**src/rtl/router_out_arbiter_if.sv**
```systemverilog
// Egress port of the router output arbiter: one tagged byte per valid/ready beat.
interface router_out_arbiter_if;
   logic [7:0] port_data;
   logic       port_valid;
   logic       port_ready;
   logic       port_sop;
   logic       port_eop;
   logic [1:0] port_src;

   modport master (
      output port_data, port_valid, port_sop, port_eop, port_src,
      input  port_ready
   );

   modport slave (
      input  port_data, port_valid, port_sop, port_eop, port_src,
      output port_ready
   );
endinterface

```
**src/rtl/router_out_arbiter.sv**
```systemverilog
// Drains three router output FIFOs into one egress port, round-robin with whole-packet
// locking; every egress byte carries its source channel and start/end-of-packet tags.
module router_out_arbiter #(
   parameter int unsigned RR_EN      = 1,
   parameter int unsigned OBUF_DEPTH = 2
) (
   input  logic                        router_clock,
   input  logic                        resetn,
   input  logic                        vld_out_0,
   input  logic                        vld_out_1,
   input  logic                        vld_out_2,
   input  logic [7:0]                  data_out_0,
   input  logic [7:0]                  data_out_1,
   input  logic [7:0]                  data_out_2,
   input  logic                        soft_reset_0,
   input  logic                        soft_reset_1,
   input  logic                        soft_reset_2,
   output logic                        read_enb_0,
   output logic                        read_enb_1,
   output logic                        read_enb_2,
   router_out_arbiter_if.master        port,
   output logic                        pkt_abort,
   output logic                        busy_grant
);

   localparam int unsigned OCC_W = $clog2(OBUF_DEPTH + 1);

   typedef enum logic [1:0] {IDLE, HDR, WAIT_HDR, BODY} state_e;

   state_e           state_q, state_d;
   logic [1:0]       g_q, g_d, rr_q, rr_d;
   logic [6:0]       rem_q, rem_d;
   logic [OCC_W-1:0] occ_q, occ_d;
   logic             pkt_abort_q, pkt_abort_d, busy_q, busy_d;
   logic             p_vld_q, p_vld_d, p_sop_q, p_sop_d, p_eop_q, p_eop_d;
   logic [1:0]       p_src_q, p_src_d;
   logic [7:0]       b_data_q [2];
   logic [7:0]       b_data_d [2];
   logic [1:0]       b_src_q [2];
   logic [1:0]       b_src_d [2];
   logic [1:0]       b_sop_q, b_sop_d, b_eop_q, b_eop_d;
   logic             b_wr_q, b_wr_d, b_rd_q, b_rd_d;
   logic [1:0]       b_cnt_q, b_cnt_d;

   logic [2:0] vld, srst, rd_en;
   logic [7:0] din [3];
   logic       pop, room, issue, abort, found;
   logic [1:0] pick, next_rr, release_rr;

   always_comb begin
      vld     = {vld_out_2, vld_out_1, vld_out_0};
      srst    = {soft_reset_2, soft_reset_1, soft_reset_0};
      din[0]  = data_out_0;
      din[1]  = data_out_1;
      din[2]  = data_out_2;
      pop     = (b_cnt_q != 2'd0) & port.port_ready;
      room    = (occ_q < OCC_W'(OBUF_DEPTH)) | pop;
      issue   = ((state_q == HDR) | (state_q == BODY)) & room & vld[g_q];
      abort   = (state_q != IDLE) & srst[g_q];
      rd_en   = issue ? (3'b001 << g_q) : 3'b000;
      next_rr = (g_q == 2'd2) ? 2'd0 : g_q + 2'd1;
      release_rr = (RR_EN != 0) ? next_rr : rr_q;
   end

   always_comb begin
      int unsigned idx;
      logic [1:0]  sel;
      idx   = 0;
      sel   = '0;
      pick  = '0;
      found = 1'b0;
      for (int unsigned i = 0; i < 3; i++) begin
         idx = (((RR_EN != 0) ? int'(rr_q) : 0) + i) % 3;
         sel = 2'(idx);
         if (!found && vld[sel]) begin
            pick  = sel;
            found = 1'b1;
         end
      end
   end

   always_comb begin
      state_d     = state_q;
      g_d         = g_q;
      rr_d        = rr_q;
      rem_d       = rem_q;
      pkt_abort_d = 1'b0;
      unique case (state_q)
         IDLE: if (found) begin
            g_d     = pick;
            state_d = HDR;
         end
         HDR: if (issue) state_d = WAIT_HDR;
         WAIT_HDR: begin
            rem_d   = {1'b0, din[g_q][7:2]} + 7'd1;
            state_d = BODY;
         end
         BODY: if (issue) begin
            rem_d = rem_q - 7'd1;
            if (rem_q == 7'd1) begin
               state_d = IDLE;
               rr_d    = release_rr;
            end
         end
         default: state_d = IDLE;
      endcase
      // A read issued in the abort cycle is never counted nor captured.
      if (abort) begin
         state_d     = IDLE;
         rr_d        = release_rr;
         pkt_abort_d = 1'b1;
      end
      busy_d  = (state_d != IDLE);
      occ_d   = occ_q + OCC_W'(issue & ~abort) - OCC_W'(pop);
      p_vld_d = issue & ~abort;
      p_sop_d = (state_q == HDR);
      p_eop_d = (state_q == BODY) & (rem_q == 7'd1);
      p_src_d = g_q;
   end

   always_comb begin
      b_data_d = b_data_q;
      b_src_d  = b_src_q;
      b_sop_d  = b_sop_q;
      b_eop_d  = b_eop_q;
      b_wr_d   = b_wr_q;
      b_rd_d   = b_rd_q;
      if (p_vld_q) begin
         b_data_d[b_wr_q] = din[p_src_q];
         b_src_d[b_wr_q]  = p_src_q;
         b_sop_d[b_wr_q]  = p_sop_q;
         b_eop_d[b_wr_q]  = p_eop_q;
         b_wr_d           = ~b_wr_q;
      end
      if (pop) b_rd_d = ~b_rd_q;
      b_cnt_d = b_cnt_q + 2'(p_vld_q) - 2'(pop);
   end

   always_ff @(posedge router_clock or negedge resetn) begin
      if (!resetn) begin
         state_q     <= IDLE;
         g_q         <= '0;
         rr_q        <= '0;
         rem_q       <= '0;
         occ_q       <= '0;
         pkt_abort_q <= 1'b0;
         busy_q      <= 1'b0;
         p_vld_q     <= 1'b0;
         p_sop_q     <= 1'b0;
         p_eop_q     <= 1'b0;
         p_src_q     <= '0;
         b_data_q    <= '{default: '0};
         b_src_q     <= '{default: '0};
         b_sop_q     <= '0;
         b_eop_q     <= '0;
         b_wr_q      <= 1'b0;
         b_rd_q      <= 1'b0;
         b_cnt_q     <= '0;
      end else begin
         state_q     <= state_d;
         g_q         <= g_d;
         rr_q        <= rr_d;
         rem_q       <= rem_d;
         occ_q       <= occ_d;
         pkt_abort_q <= pkt_abort_d;
         busy_q      <= busy_d;
         p_vld_q     <= p_vld_d;
         p_sop_q     <= p_sop_d;
         p_eop_q     <= p_eop_d;
         p_src_q     <= p_src_d;
         b_data_q    <= b_data_d;
         b_src_q     <= b_src_d;
         b_sop_q     <= b_sop_d;
         b_eop_q     <= b_eop_d;
         b_wr_q      <= b_wr_d;
         b_rd_q      <= b_rd_d;
         b_cnt_q     <= b_cnt_d;
      end
   end

   assign read_enb_0      = rd_en[0];
   assign read_enb_1      = rd_en[1];
   assign read_enb_2      = rd_en[2];
   assign port.port_valid = (b_cnt_q != 2'd0);
   assign port.port_data  = b_data_q[b_rd_q];
   assign port.port_src   = b_src_q[b_rd_q];
   assign port.port_sop   = b_sop_q[b_rd_q];
   assign port.port_eop   = b_eop_q[b_rd_q];
   assign pkt_abort       = pkt_abort_q;
   assign busy_grant      = busy_q;

endmodule

```
**src/flat_wrapper.sv**
```systemverilog
// flat-port wrapper written by rule: the top's interface ports become plain ports
module router_out_arbiter_flat 
#(
   parameter int unsigned RR_EN      = 1,
   parameter int unsigned OBUF_DEPTH = 2
)
  (router_clock, resetn, vld_out_0, vld_out_1, vld_out_2, data_out_0, data_out_1, data_out_2, soft_reset_0, soft_reset_1, soft_reset_2, read_enb_0, read_enb_1, read_enb_2, pkt_abort, busy_grant, port_port_data, port_port_valid, port_port_sop, port_port_eop, port_port_src, port_port_ready);
  router_out_arbiter_if port_i ();
  input  logic router_clock;
  input  logic resetn;
  input  logic vld_out_0;
  input  logic vld_out_1;
  input  logic vld_out_2;
  input  logic [7:0] data_out_0;
  input  logic [7:0] data_out_1;
  input  logic [7:0] data_out_2;
  input  logic soft_reset_0;
  input  logic soft_reset_1;
  input  logic soft_reset_2;
  output logic read_enb_0;
  output logic read_enb_1;
  output logic read_enb_2;
  output logic pkt_abort;
  output logic busy_grant;
  output wire logic [$bits(port_i.port_data)-1:0] port_port_data;
  output wire logic [$bits(port_i.port_valid)-1:0] port_port_valid;
  output wire logic [$bits(port_i.port_sop)-1:0] port_port_sop;
  output wire logic [$bits(port_i.port_eop)-1:0] port_port_eop;
  output wire logic [$bits(port_i.port_src)-1:0] port_port_src;
  input wire logic [$bits(port_i.port_ready)-1:0] port_port_ready;
  assign port_port_data = port_i.port_data;
  assign port_port_valid = port_i.port_valid;
  assign port_port_sop = port_i.port_sop;
  assign port_port_eop = port_i.port_eop;
  assign port_port_src = port_i.port_src;
  assign port_i.port_ready = port_port_ready;
  router_out_arbiter #(.RR_EN(RR_EN), .OBUF_DEPTH(OBUF_DEPTH)) u_core (.router_clock(router_clock), .resetn(resetn), .vld_out_0(vld_out_0), .vld_out_1(vld_out_1), .vld_out_2(vld_out_2), .data_out_0(data_out_0), .data_out_1(data_out_1), .data_out_2(data_out_2), .soft_reset_0(soft_reset_0), .soft_reset_1(soft_reset_1), .soft_reset_2(soft_reset_2), .read_enb_0(read_enb_0), .read_enb_1(read_enb_1), .read_enb_2(read_enb_2), .port(port_i), .pkt_abort(pkt_abort), .busy_grant(busy_grant));
endmodule
```
**config.mk**
```make
export PLATFORM = sky130hd
export DESIGN_NAME = router_out_arbiter_flat
export DESIGN_NICKNAME = d
export VERILOG_FILES = /design/src/rtl/router_out_arbiter_if.sv /design/src/rtl/router_out_arbiter.sv /design/src/flat_wrapper.sv
export SDC_FILE = /design/constraint.sdc
export NUM_CORES = 1
export LEC_CHECK = 0
export CAP_MARGIN = 10
export CELL_PAD_IN_SITES_DETAIL_PLACEMENT = 0
export CELL_PAD_IN_SITES_GLOBAL_PLACEMENT = 1
export CORE_MARGIN = 2
export CORE_UTILIZATION = 46
export CTS_BUF_LIST = sky130_fd_sc_hd__clkbuf_8
export DETAILED_ROUTE_END_ITERATION = 12
export GPL_TIMING_DRIVEN = 0
export PLACE_DENSITY_LB_ADDON = 0.12
export SETUP_SLACK_MARGIN = 0.5
export SLEW_MARGIN = 20
export SYNTH_ARGS = -nofsm -noshare
export SYNTH_HDL_FRONTEND = slang
export SYNTH_SLANG_ARGS = --single-unit
```
**constraint.sdc**
```tcl
create_clock -name router_clock -period 4.5 [get_ports router_clock]
set_input_delay 0.675 -clock router_clock [delete_from_list [all_inputs] [get_ports router_clock]]
set_output_delay 0.675 -clock router_clock [all_outputs]
set_load 0.05 [all_outputs]
```
==> run_results.csv, run 1 <==
group,metric,value,unit
min_path,timing.hold.worst.class,"in -> async",
worst_setup_path,crit_type,"in -> out",
timing,fin_setup_tns,0,ns
place,finalWeightedCongestion,0.835,
drt,detail-route-antenna-nets,0,
place,hpwl_reported_at_the_end_of_detailed_placement,4890,um
clock_tree,ctsRootBufferMaster,"sky130_fd_sc_hd__clkbuf_8",
yosys,synth-edff-count,0,
power_and_ir_drop,power.share.clock,11.3,%
yosys,postSynthAreaPerCell,10.1,um2
final_layout,area_of_the_multi_input_gates,1570,um2
clock_tree,htreeDepth,2,
yosys,ys_warn_count,0,
yosys,synthesis.instances,293,
yosys,synth_area_leader,"sky130_fd_sc_hd__dfrtp_1",
final_layout,most_common_library_cell_in_the_layout_ignoring_fill_and_taps,"sky130_fd_sc_hd__dfrtp_1",
power_and_ir_drop,share_comb_of_total_power,60.8,%
timing,fin_crit_sh,82.0,%
die,number_of_primary_i_o_pins,51,
outcome,outcome,"complete, no violations",
timing,unrepaired_setup_endpoints_after_global_routing,"no",
worst_setup_path,worst_path_max_fanout,8,
yosys,synthesis.area,2960,um2
clock_tree,clock_sink_count,50,
power_and_ir_drop,power.internal,0.00155,W
worst_setup_path,timing.critical_path.required,3.83,ns
final_layout,flow.area_growth_from_synthesis,23.9,%
yosys,synthFlopType,"sky130_fd_sc_hd__dfrtp_1",
job,cap_viol_max_count,0,
drt,first_pass_iters,6,
yosys,synth_compound_area_share,15.6,%
timing,timing_hold_violations_final,0,
yosys,synth.mux.area_fraction,16.9,%
timing,timing_max_transition_violations_final,0,
yosys,ys_seq_elements,50,
drt,detailroute.via_count,2302,
die,die_h,84.2,um
global_route,global_route.overflow_total,0,
drt,avgViaCountPerCell,5.38,
drt,wl_per_cell,15.6,um
place,portBuffers,50,
power_and_ir_drop,sw_frac_of_total,46.1,%
power_and_ir_drop,p_per_area,782,nW/um2
worst_setup_path,critPathArrivalTime,3.02,ns
final_layout,finalInstanceArea,3670,um2
worst_setup_path,critical_path.endpoint_type,"output port",
timing,finalClockSkew,0.0108,ns
final_layout,layout.cells.most_common_list,"50 x sky130_fd_sc_hd__dfrtp_1, 49 x sky130_fd_sc_hd__clkdlybuf4s50_1, 25 x sky130_fd_sc_hd__mux2i_1",
global_route,first_global_vias,2400,
clock_tree,clkSlewWorstSetupHoldPaths,0.10,ns
clock_tree,clockBufferDepth,2,
power_and_ir_drop,static-leakage-power,1.63,nW
drt,drc,0,
final_layout,diodes,0,
yosys,seq_area_frac_synth,42.2,%
yosys,netlist_cell_types,53,
power_and_ir_drop,max-vdd-ir-drop,0.000465,V
drt,finalWirelength,6680,um
clock_tree,post_cts_buffers,0,
yosys,syn_nets,337,
final_layout,area.sequential,1250,um2
yosys,synth.top_cell.area_share,42.2,%
global_route,grt_start_max_net_pins,51,
power_and_ir_drop,pwr-share-seq,27.9,%
place,post_dp_cell_area,3560,um2
timing,timing_worst_slew_pin_value,0.638,ns
yosys,dominant_combinational_cell_family_by_area_after_synthesis,"multiplexers",
global_route,global_route_wire_length_before_repair,11700,um
power_and_ir_drop,p_sw,0.00132,W
timing,slew_headroom,57.5,%
clock_tree,clock_insertion_delay_worst_skew,0.31,ns
clock_tree,clock_tree_from_tritoncts,"yes",
yosys,synth_adder_area_share,4.65,%
yosys,asyncSetResetFlopFracSynth,100,%
die,core_region_area,6280,um2
drt,number_of_drc_markers_after_the_initial_detailed_route_iteration,63,
yosys,synth_simple_gate_area_share,13.3,%
worst_setup_path,crit_path_start_kind,"primary input",
die,number_of_rows_in_the_core_area,29,
global_route,grt_antenna_before_repair,0,
final_layout,ratio_of_cells_with_drive_above_1_in_the_final_layout,12.8,%
die,die-width,84.2,um
timing,final_report_setup_violation_count,0,
die,initial_core_util,47.2,%
timing,crit_path_time_final,3.69,ns
final_layout,fillers,589,
clock_tree,cts_hold_buf,0,
die,design.die.area,7100,um2
final_layout,nNetsFinal,394,
clock_tree,tritoncts.num_buffers,5,
yosys,synth.top_cells.by_area,"sky130_fd_sc_hd__dfrtp_1 42%, sky130_fd_sc_hd__mux2i_1 8.4%, sky130_fd_sc_hd__mux2_2 8.0%, sky130_fd_sc_hd__ha_1 4.6%, sky130_fd_sc_hd__o21ai_0 3.7%",
clock_tree,post_cts.resized_instances,0,
yosys,post_synth_xor_area_fraction,2.66,%
timing,achievable_freq,0.271,GHz
global_route,grt.total_usage,20.3,%
==> critical path, stage by stage <==
cell and delay (ns):
sky130_fd_sc_hd__clkdlybuf4s50_1 0.58, sky130_fd_sc_hd__mux2i_1 0.16, sky130_fd_sc_hd__o2bb2ai_4 0.26, sky130_fd_sc_hd__and2_4 0.23, sky130_fd_sc_hd__nand2_1 0.11, sky130_fd_sc_hd__nor3_1 0.17
sky130_fd_sc_hd__clkdlybuf4s50_1 0.83
==> flip-flops by register name (all words and copies together), names as in the netlist, 2 cells and up <==
name and flops:
u_core.state_q 2, u_core.b_data_q 16, u_core.rem_q 7, u_core.b_cnt_q 2, u_core.g_q 2, u_core.rr_q 2, u_core.b_sop_q 2, u_core.p_src_q 2
u_core.b_src_q 4, u_core.b_eop_q 2, u_core.occ_q 2
==> cell type report <==
class,count,share of cell area (%)
Clock buffer,5,1.88
Clock inverter,3,1.19
Buffer,15,2.01
Tap cell,77,2.63
Multi-Input combinational cell,211,42.9
Sequential cell,50,34.1
Timing Repair Buffer,50,13.6
Inverter,17,1.74
==> final timing paths <==
kind	end	slack [ns]	depth (start not counted)	startpoint
worst max-delay path	read_enb_0	0.81	7	vld_out_1
worst min-delay path	u_core.b_cnt_q[1]	0.38	1	resetn
worst max register to register	u_core.g_q[1]	2.35	7	u_core.rr_q[0]
worst min register to register	u_core.b_data_q[13]	0.48	2	u_core.b_data_q[13]
max in group asynchronous	u_core.pkt_abort	3.69	1	resetn
min in group router_clock	u_core.b_data_q[13]	0.48	2	u_core.b_data_q[13]
==> synth_stat cells, drive strengths merged, types with 4 or more instances <==
master and n:
a21oi 14, a2bb2oi 4, buf 5, clkbuf 10, dfrtp 50, ha 11, inv 17, mux2 22
mux2i 25, nand2 24, nand2b 5, nand3 8, nor2 20, nor2b 5, nor3 6, o21ai 23
o2bb2ai 6, xnor2 7
==> per-layer routing <==
layer / GRT usage, % / share of wire, % / wire length [um] / vias to the layer above
met5: 0 / 0 / 0 / -
met4: 4.69 / 0.88 / 59 / 0
met3: 3.93 / 4.5 / 298 / 6
met2: 33.3 / 47 / 3130 / 50
met1: 27.9 / 48 / 3200 / 1096
li1: - / - / - / 1150
==> metrics by stage <==
stage               std cells  power [W]  hold slack (ns)  util (%)  setup WS (ns)
floorplan                 293    0.00210            0.379         -           1.49
global placement          420    0.00254            0.456      56.7          0.787
detailed placement        420    0.00256            0.465      56.6          0.810
CTS                       428    0.00289            0.407      58.4          0.788
global route              428    0.00310            0.432      58.4          0.695
finish                    428    0.00287            0.379      58.4          0.809
==> logic make-up after synthesis <==
| logic type | after synthesis |
|---|---|
| AOI/OAI and AO/OA | 65 |
| xor gates and xnor gates | 9 |
| adders and majority gates | 11 |
| buffers and inverters | 32 |
| DFF | 50 |
| muxes | 47 |
| and+or+nand+nor | 79 |
==> power by group through the flow <==
stage	clock network (W)	logic (W)	registers [W]
finish	0.000323	0.00175	0.000802
global route	0.000352	0.00192	0.000833
CTS	0.000332	0.00176	0.000803
detailed placement	0	0.00175	0.000811
global placement	0	0.00174	0.000802
floorplan	0	0.00130	0.000799
Note: power is estimated with default switching activity, not from simulation.
==> inputs of run 2 (changes only) <==
--- a/config.mk
+++ b/config.mk
@@ -9,7 +9,7 @@
 export CELL_PAD_IN_SITES_DETAIL_PLACEMENT = 0
 export CELL_PAD_IN_SITES_GLOBAL_PLACEMENT = 1
 export CORE_MARGIN = 2
-export CORE_UTILIZATION = 46
+export CORE_UTILIZATION = 38
 export CTS_BUF_LIST = sky130_fd_sc_hd__clkbuf_8
 export DETAILED_ROUTE_END_ITERATION = 12
 export GPL_TIMING_DRIVEN = 0
==> constraint.sdc (replaced) <==
create_clock -name router_clock -period 3.3 [get_ports router_clock]
set_input_delay 0.495 -clock router_clock [delete_from_list [all_inputs] [get_ports router_clock]]
set_output_delay 0.495 -clock router_clock [all_outputs]
set_load 0.05 [all_outputs]
==> run_results.csv, run 2 (synthesis gave the netlist of run 1 again) <==
group,metric,value,unit
global_route,global_route.overflow_total,0,
die,die-width,92.3,um
global_route,global_route_wire_length_before_repair,12200,um
drt,first_pass_iters,4,
worst_setup_path,crit_type,"in -> out",
clock_tree,clkSlewWorstSetupHoldPaths,0.10,ns
timing,timing_max_transition_violations_final,0,
die,die_h,92.3,um
timing,final_report_setup_violation_count,0,
clock_tree,ctsRootBufferMaster,"sky130_fd_sc_hd__clkbuf_8",
final_layout,fillers,713,
drt,number_of_drc_markers_after_the_initial_detailed_route_iteration,80,
final_layout,flip_flop_count_of_the_largest_register_all_copies_and_words_added,16,
final_layout,most_common_library_cell_in_the_layout_ignoring_fill_and_taps,"sky130_fd_sc_hd__dfrtp_1",
power_and_ir_drop,max-vdd-ir-drop,0.000422,V
die,number_of_rows_in_the_core_area,32,
clock_tree,clockBufferDepth,2,
worst_setup_path,timing.critical_path.required,2.80,ns
final_layout,diodes,0,
timing,fin_setup_tns,0,ns
final_layout,flow.area_growth_from_synthesis,25.2,%
clock_tree,clock_sink_count,50,
final_layout,finalInstanceArea,3710,um2
drt,wl_per_cell,15.7,um
timing,timing_worst_slew_pin_value,0.650,ns
min_path,timing.hold.worst.class,"in -> async",
final_layout,layout.cells.most_common_list,"50 x sky130_fd_sc_hd__dfrtp_1, 46 x sky130_fd_sc_hd__clkdlybuf4s50_1, 25 x sky130_fd_sc_hd__mux2i_1",
worst_setup_path,worst_path_max_fanout,8,
timing,achievable_freq,0.377,GHz
place,hpwl_reported_at_the_end_of_detailed_placement,5200,um
timing,finalClockSkew,0.00520,ns
die,core_region_area,7650,um2
worst_setup_path,cp-endpoint,"read_enb_0",
clock_tree,cts_hold_buf,0,
job,cap_viol_max_count,0,
power_and_ir_drop,p_per_area,1070,nW/um2
outcome,outcome,"complete, no violations",
power_and_ir_drop,static-leakage-power,1.64,nW
worst_setup_path,critical_path.startpoint,"port_port_ready",
drt,detailroute.via_count,2331,
timing,fin_crit_sh,80.4,%
final_layout,ratio_of_cells_with_drive_above_1_in_the_final_layout,14.2,%
place,portBuffers,50,
place,finalWeightedCongestion,0.780,
drt,finalWirelength,7120,um
die,design.die.area,8520,um2
worst_setup_path,crit-reg2reg-launch,"u_core.rr_q[0]",
worst_setup_path,reg2reg_slack,1.13,ns
worst_setup_path,critical_path.endpoint_type,"output port",
die,number_of_primary_i_o_pins,51,
clock_tree,htreeDepth,2,
timing,timing_hold_violations_final,0,
worst_setup_path,critPathArrivalTime,2.16,ns
worst_setup_path,reg2regPathDepth,7,
worst_setup_path,timing.rr.end,"u_core.g_q[1]",
final_layout,registers.top_by_ff_count,"u_core.b_data_q",
final_layout,largestRegisters,"u_core.b_data_q x16, u_core.rem_q x7, u_core.b_src_q x4",
clock_tree,clock_insertion_delay_worst_skew,0.31,ns
clock_tree,tritoncts.num_buffers,5,
place,post_dp_cell_area,3590,um2
global_route,grt.total_usage,18.2,%
drt,drc,0,
global_route,grt_antenna_before_repair,0,
global_route,grt_start_max_net_pins,51,
drt,avgViaCountPerCell,5.13,
global_route,first_global_vias,2366,
worst_setup_path,crit_path_start_kind,"primary input",
timing,unrepaired_setup_endpoints_after_global_routing,"no",
timing,crit_path_time_final,2.65,ns
final_layout,nNetsFinal,395,
die,initial_core_util,38.7,%
drt,detail-route-antenna-nets,0,
clock_tree,clock_tree_from_tritoncts,"yes",
timing,slew_headroom,56.7,%
run 2: how the worst min path moves through the flow:
stage	slack, ns	startpoint	endpoint
2_1_floorplan	0.20	resetn	u_core.b_cnt_q[0]
3_3_place_gp	0.46	u_core.b_data_q[10]	u_core.b_data_q[10]
3_5_place_dp	0.46	u_core.b_data_q[7]	u_core.b_data_q[7]
4_1_cts	0.23	resetn	u_core.b_src_q[1]
5_1_grt	0.24	resetn	u_core.b_src_q[1]
6_report	0.19	resetn	u_core.b_src_q[3]
run 2: metrics by stage:
step / std cells / setup slack (ns) / hold slack [ns] / utilization [%] / total power, W
final: 454 / 0.648 / 0.191 / 48.5 / 0.00396
after global routing: 454 / 0.524 / 0.244 / 48.5 / 0.00429
after CTS: 453 / 0.361 / 0.229 / 48.4 / 0.00399
after detailed placement: 445 / -0.0546 / 0.464 / 46.9 / 0.00352
after global placement: 445 / -0.0628 / 0.457 / 46.9 / 0.00350
after floorplan: 293 / 0.564 / 0.199 / - / 0.00286
run 2: report_power, final:
group          total, W  switching (W)  internal [W]  leakage, nW
logic           0.00240        0.00141      0.000989        0.966
registers       0.00109       0.000198      0.000897        0.619
clock network  0.000465       0.000234      0.000231       0.0563
run 2: final cells by class:
type	instances	area (um2)	area share, %
Buffer	15	75.1	2.02
Timing Repair Buffer	51	499	13.5
Inverter	17	63.8	1.72
Tap cell	102	128	3.44
Clock buffer	5	68.8	1.86
Clock inverter	3	48.8	1.32
Sequential cell	50	1250	33.7
Multi-Input combinational cell	211	1570	42.4
run 2: metal layers:
metal	vias up	wire length (um)	part of all wire, %	GRT usage [%]
li1	1161	-	-	-
met1	1117	3480	49	25.2
met2	46	3310	47	29.8
met3	7	258	3.6	3.12
met4	0	67	0.94	3.73
met5	-	0	0	0
run 2: critical path, cell delays in order:
cell,delay (ns)
sky130_fd_sc_hd__clkdlybuf4s50_1,0.45
sky130_fd_sc_hd__o21ai_1,0.11
sky130_fd_sc_hd__nand2_1,0.30
sky130_fd_sc_hd__and2_4,0.25
sky130_fd_sc_hd__nand2_1,0.12
sky130_fd_sc_hd__nor3_1,0.17
sky130_fd_sc_hd__clkbuf_4,0.26
run 2: what timing repair did:
| action | 4_1_cts | 5_1_grt |
|---|---|---|
| gates resized for setup | 13 | 3 |
| setup buffers | 0 | 1 |
| pin swaps | 0 | 1 |
| endpoints found under the setup margin | 12 | 3 |
| endpoints found under the hold margin | 0 | 0 |
==> inputs of run 3 (changes only) <==
--- a/config.mk
+++ b/config.mk
@@ -9,7 +9,7 @@
 export CELL_PAD_IN_SITES_DETAIL_PLACEMENT = 0
 export CELL_PAD_IN_SITES_GLOBAL_PLACEMENT = 1
 export CORE_MARGIN = 2
-export CORE_UTILIZATION = 38
+export CORE_UTILIZATION = 42
 export CTS_BUF_LIST = sky130_fd_sc_hd__clkbuf_8
 export DETAILED_ROUTE_END_ITERATION = 12
 export GPL_TIMING_DRIVEN = 0
==> constraint.sdc (replaced) <==
create_clock -name router_clock -period 2.5 [get_ports router_clock]
set_input_delay 0.375 -clock router_clock [delete_from_list [all_inputs] [get_ports router_clock]]
set_output_delay 0.375 -clock router_clock [all_outputs]
set_load 0.05 [all_outputs]
==> run_results.csv, run 3 (synthesis gave the netlist of run 1 again) <==
group,metric,value,unit
outcome,outcome,"complete, no violations",
drt,finalWirelength,7310,um
final_layout,ratio_of_cells_with_drive_above_1_in_the_final_layout,28.0,%
final_layout,largestRegisters,"u_core.b_data_q x16, u_core.rem_q x7, u_core.b_src_q x4",
place,finalWeightedCongestion,0.843,
worst_setup_path,cp_cell_sequence,"clkdlybuf4s50_1 > o21ai_4 > nand2_4 > and2_4 > nand2_4 > nor3_4 > buf_6",
die,number_of_rows_in_the_core_area,30,
drt,first_pass_iters,4,
die,initial_core_util,43.6,%
timing,crit_path_time_final,2.10,ns
min_path,timing.hold.worst.class,"in -> async",
place,portBuffers,50,
die,core_region_area,6790,um2
clock_tree,htreeDepth,2,
final_layout,registers.top_by_ff_count,"u_core.b_data_q",
global_route,grt.total_usage,19.4,%
die,design.die.area,7740,um2
timing,unrepaired_setup_endpoints_after_global_routing,"yes",
drt,detailroute.via_count,2441,
die,die_h,88.0,um
clock_tree,clockBufferDepth,2,
global_route,global_route.overflow_total,0,
place,pre_cts_ws,-0.656,ns
drt,routed-wl-met3,248,um
worst_setup_path,critPathArrivalTime,1.72,ns
clock_tree,tritoncts.num_buffers,5,
clock_tree,clock_sink_count,50,
timing,timing_max_transition_violations_final,0,
worst_setup_path,critical_path.endpoint_type,"output port",
worst_setup_path,critical_path.most_common_cell,"sky130_fd_sc_hd__nand2_4",
final_layout,fillers,627,
timing,slew_headroom,57.7,%
drt,routed-wl-met2,3580,um
global_route,grt_antenna_before_repair,0,
global_route,first_global_vias,2416,
drt,drc,0,
drt,top_signal_layer_used,"met4",
worst_setup_path,crit_path_start_kind,"primary input",
global_route,grt_start_max_net_pins,51,
power_and_ir_drop,static-leakage-power,1.81,nW
timing,fin_crit_sh,83.8,%
worst_setup_path,worst_path_max_fanout,8,
drt,detail-route-antenna-nets,0,
global_route,global_route_wire_length_before_repair,11700,um
final_layout,diodes,0,
final_layout,flip_flop_count_of_the_largest_register_all_copies_and_words_added,16,
die,number_of_primary_i_o_pins,51,
final_layout,most_common_library_cell_in_the_layout_ignoring_fill_and_taps,"sky130_fd_sc_hd__dfrtp_1",
die,die-width,88.0,um
timing,final.hold.worst_slack,0.0808,ns
final_layout,area.sequential,1250,um2
clock_tree,clock_insertion_delay_worst_skew,0.31,ns
clock_tree,cts_hold_buf,0,
timing,achievable_freq,0.477,GHz
drt,number_of_drc_markers_after_the_initial_detailed_route_iteration,64,
worst_setup_path,cp_slowest_stage_delay,0.51,ns
final_layout,area_of_the_multi_input_gates,1750,um2
worst_setup_path,crit_type,"in -> out",
timing,setup_slack,0.404,ns
final_layout,layout.cells.most_common_list,"48 x sky130_fd_sc_hd__dfrtp_1, 31 x sky130_fd_sc_hd__clkdlybuf4s50_1, 23 x sky130_fd_sc_hd__mux2i_1, 23 x sky130_fd_sc_hd__buf_4, 22 x sky130_fd_sc_hd__nand2_1",
final_layout,fin_cells,468,
worst_setup_path,timing.critical_path.required,2.12,ns
timing,timing_worst_slew_pin_value,0.634,ns
timing,final_report_setup_violation_count,0,
clock_tree,clkSlewWorstSetupHoldPaths,0.09,ns
timing,timing_hold_violations_final,0,
clock_tree,ctsRootBufferMaster,"sky130_fd_sc_hd__clkbuf_8",
final_layout,nNetsFinal,415,
place,place_inst,439,
drt,wl_per_cell,15.6,um
drt,avgViaCountPerCell,5.22,
power_and_ir_drop,p_per_area,1420,nW/um2
power_and_ir_drop,max-vdd-ir-drop,0.000550,V
job,cap_viol_max_count,0,
clock_tree,clock_tree_from_tritoncts,"yes",
place,hpwl_reported_at_the_end_of_detailed_placement,5030,um
worst_setup_path,critical-path-slowest-cell,"sky130_fd_sc_hd__clkdlybuf4s50_1",
timing,finalClockSkew,0.00837,ns
drt,wl_met1,3420,um
final_layout,flow.area_growth_from_synthesis,34.9,%
run 3: critical path, delay by kind of cell:
kind / cells / cell delay [ns]
buffers and inverters: 2 / 0.69
AND/OR/NAND/NOR: 4 / 0.56
AO/OA/AOI/OAI: 1 / 0.09
run 3: final timing paths:
| check | start | endpoint | slack [ns] | depth (start not counted) |
|---|---|---|---|---|
| worst max register to register | u_core.rr_q[0] | u_core.g_q[1] | 0.46 | 7 |
| worst min-delay path | resetn | u_core.rr_q[1] | 0.08 | 1 |
| min in group router_clock | u_core.b_data_q[10] | u_core.b_data_q[10] | 0.48 | 2 |
| worst max-delay path | port_port_ready | read_enb_0 | 0.40 | 7 |
| max in group asynchronous | resetn | u_core.g_q[0] | 1.96 | 1 |
| worst min register to register | u_core.b_data_q[10] | u_core.b_data_q[10] | 0.48 | 2 |
run 3: cell type report:
cell class / instances / area share (%)
multi-input cells: 211 / 43.8
flip-flops and latches: 50 / 31.4
repair buffers: 71 / 15.4
well taps: 96 / 3.01
plain buffers: 15 / 2.01
clock buffers: 5 / 1.72
inverters: 17 / 1.60
clock inverters: 3 / 1.10
run 3: where the power goes:
group,internal [W],total [W],leakage [nW],switching (W)
Sequential,0.00119,0.00144,0.616,0.000255
Combinational,0.00154,0.00363,1.13,0.00209
Clock,0.000300,0.000581,0.0585,0.000280
run 3: per-layer routing:
layer,vias to the layer above,global-route usage (%)
met5,-,0
met1,1184,26.5
met2,51,32.6
met4,0,4.20
li1,1199,-
met3,7,3.20
run 3: per-stage QoR:
stage	total power, W	util, %	cell area, um2	TNS [ns]
2_1_floorplan	0.00381	-	2980	0
3_3_place_gp	0.00461	53.0	3600	-26.03
3_5_place_dp	0.00466	53.0	3600	-1.73
4_1_cts	0.00543	56.8	3860	0
5_1_grt	0.00606	58.8	3990	0
6_report	0.00565	58.8	3990	0
run 3: repair_timing:
| item | in CTS | in global routing |
|---|---|---|
| hold endpoints to repair | 0 | 0 |
| setup endpoints to repair | 20 | 10 |
| gates resized for setup | 94 | 15 |
| pin swaps | 5 | 3 |
| setup buffers | 15 | 6 |
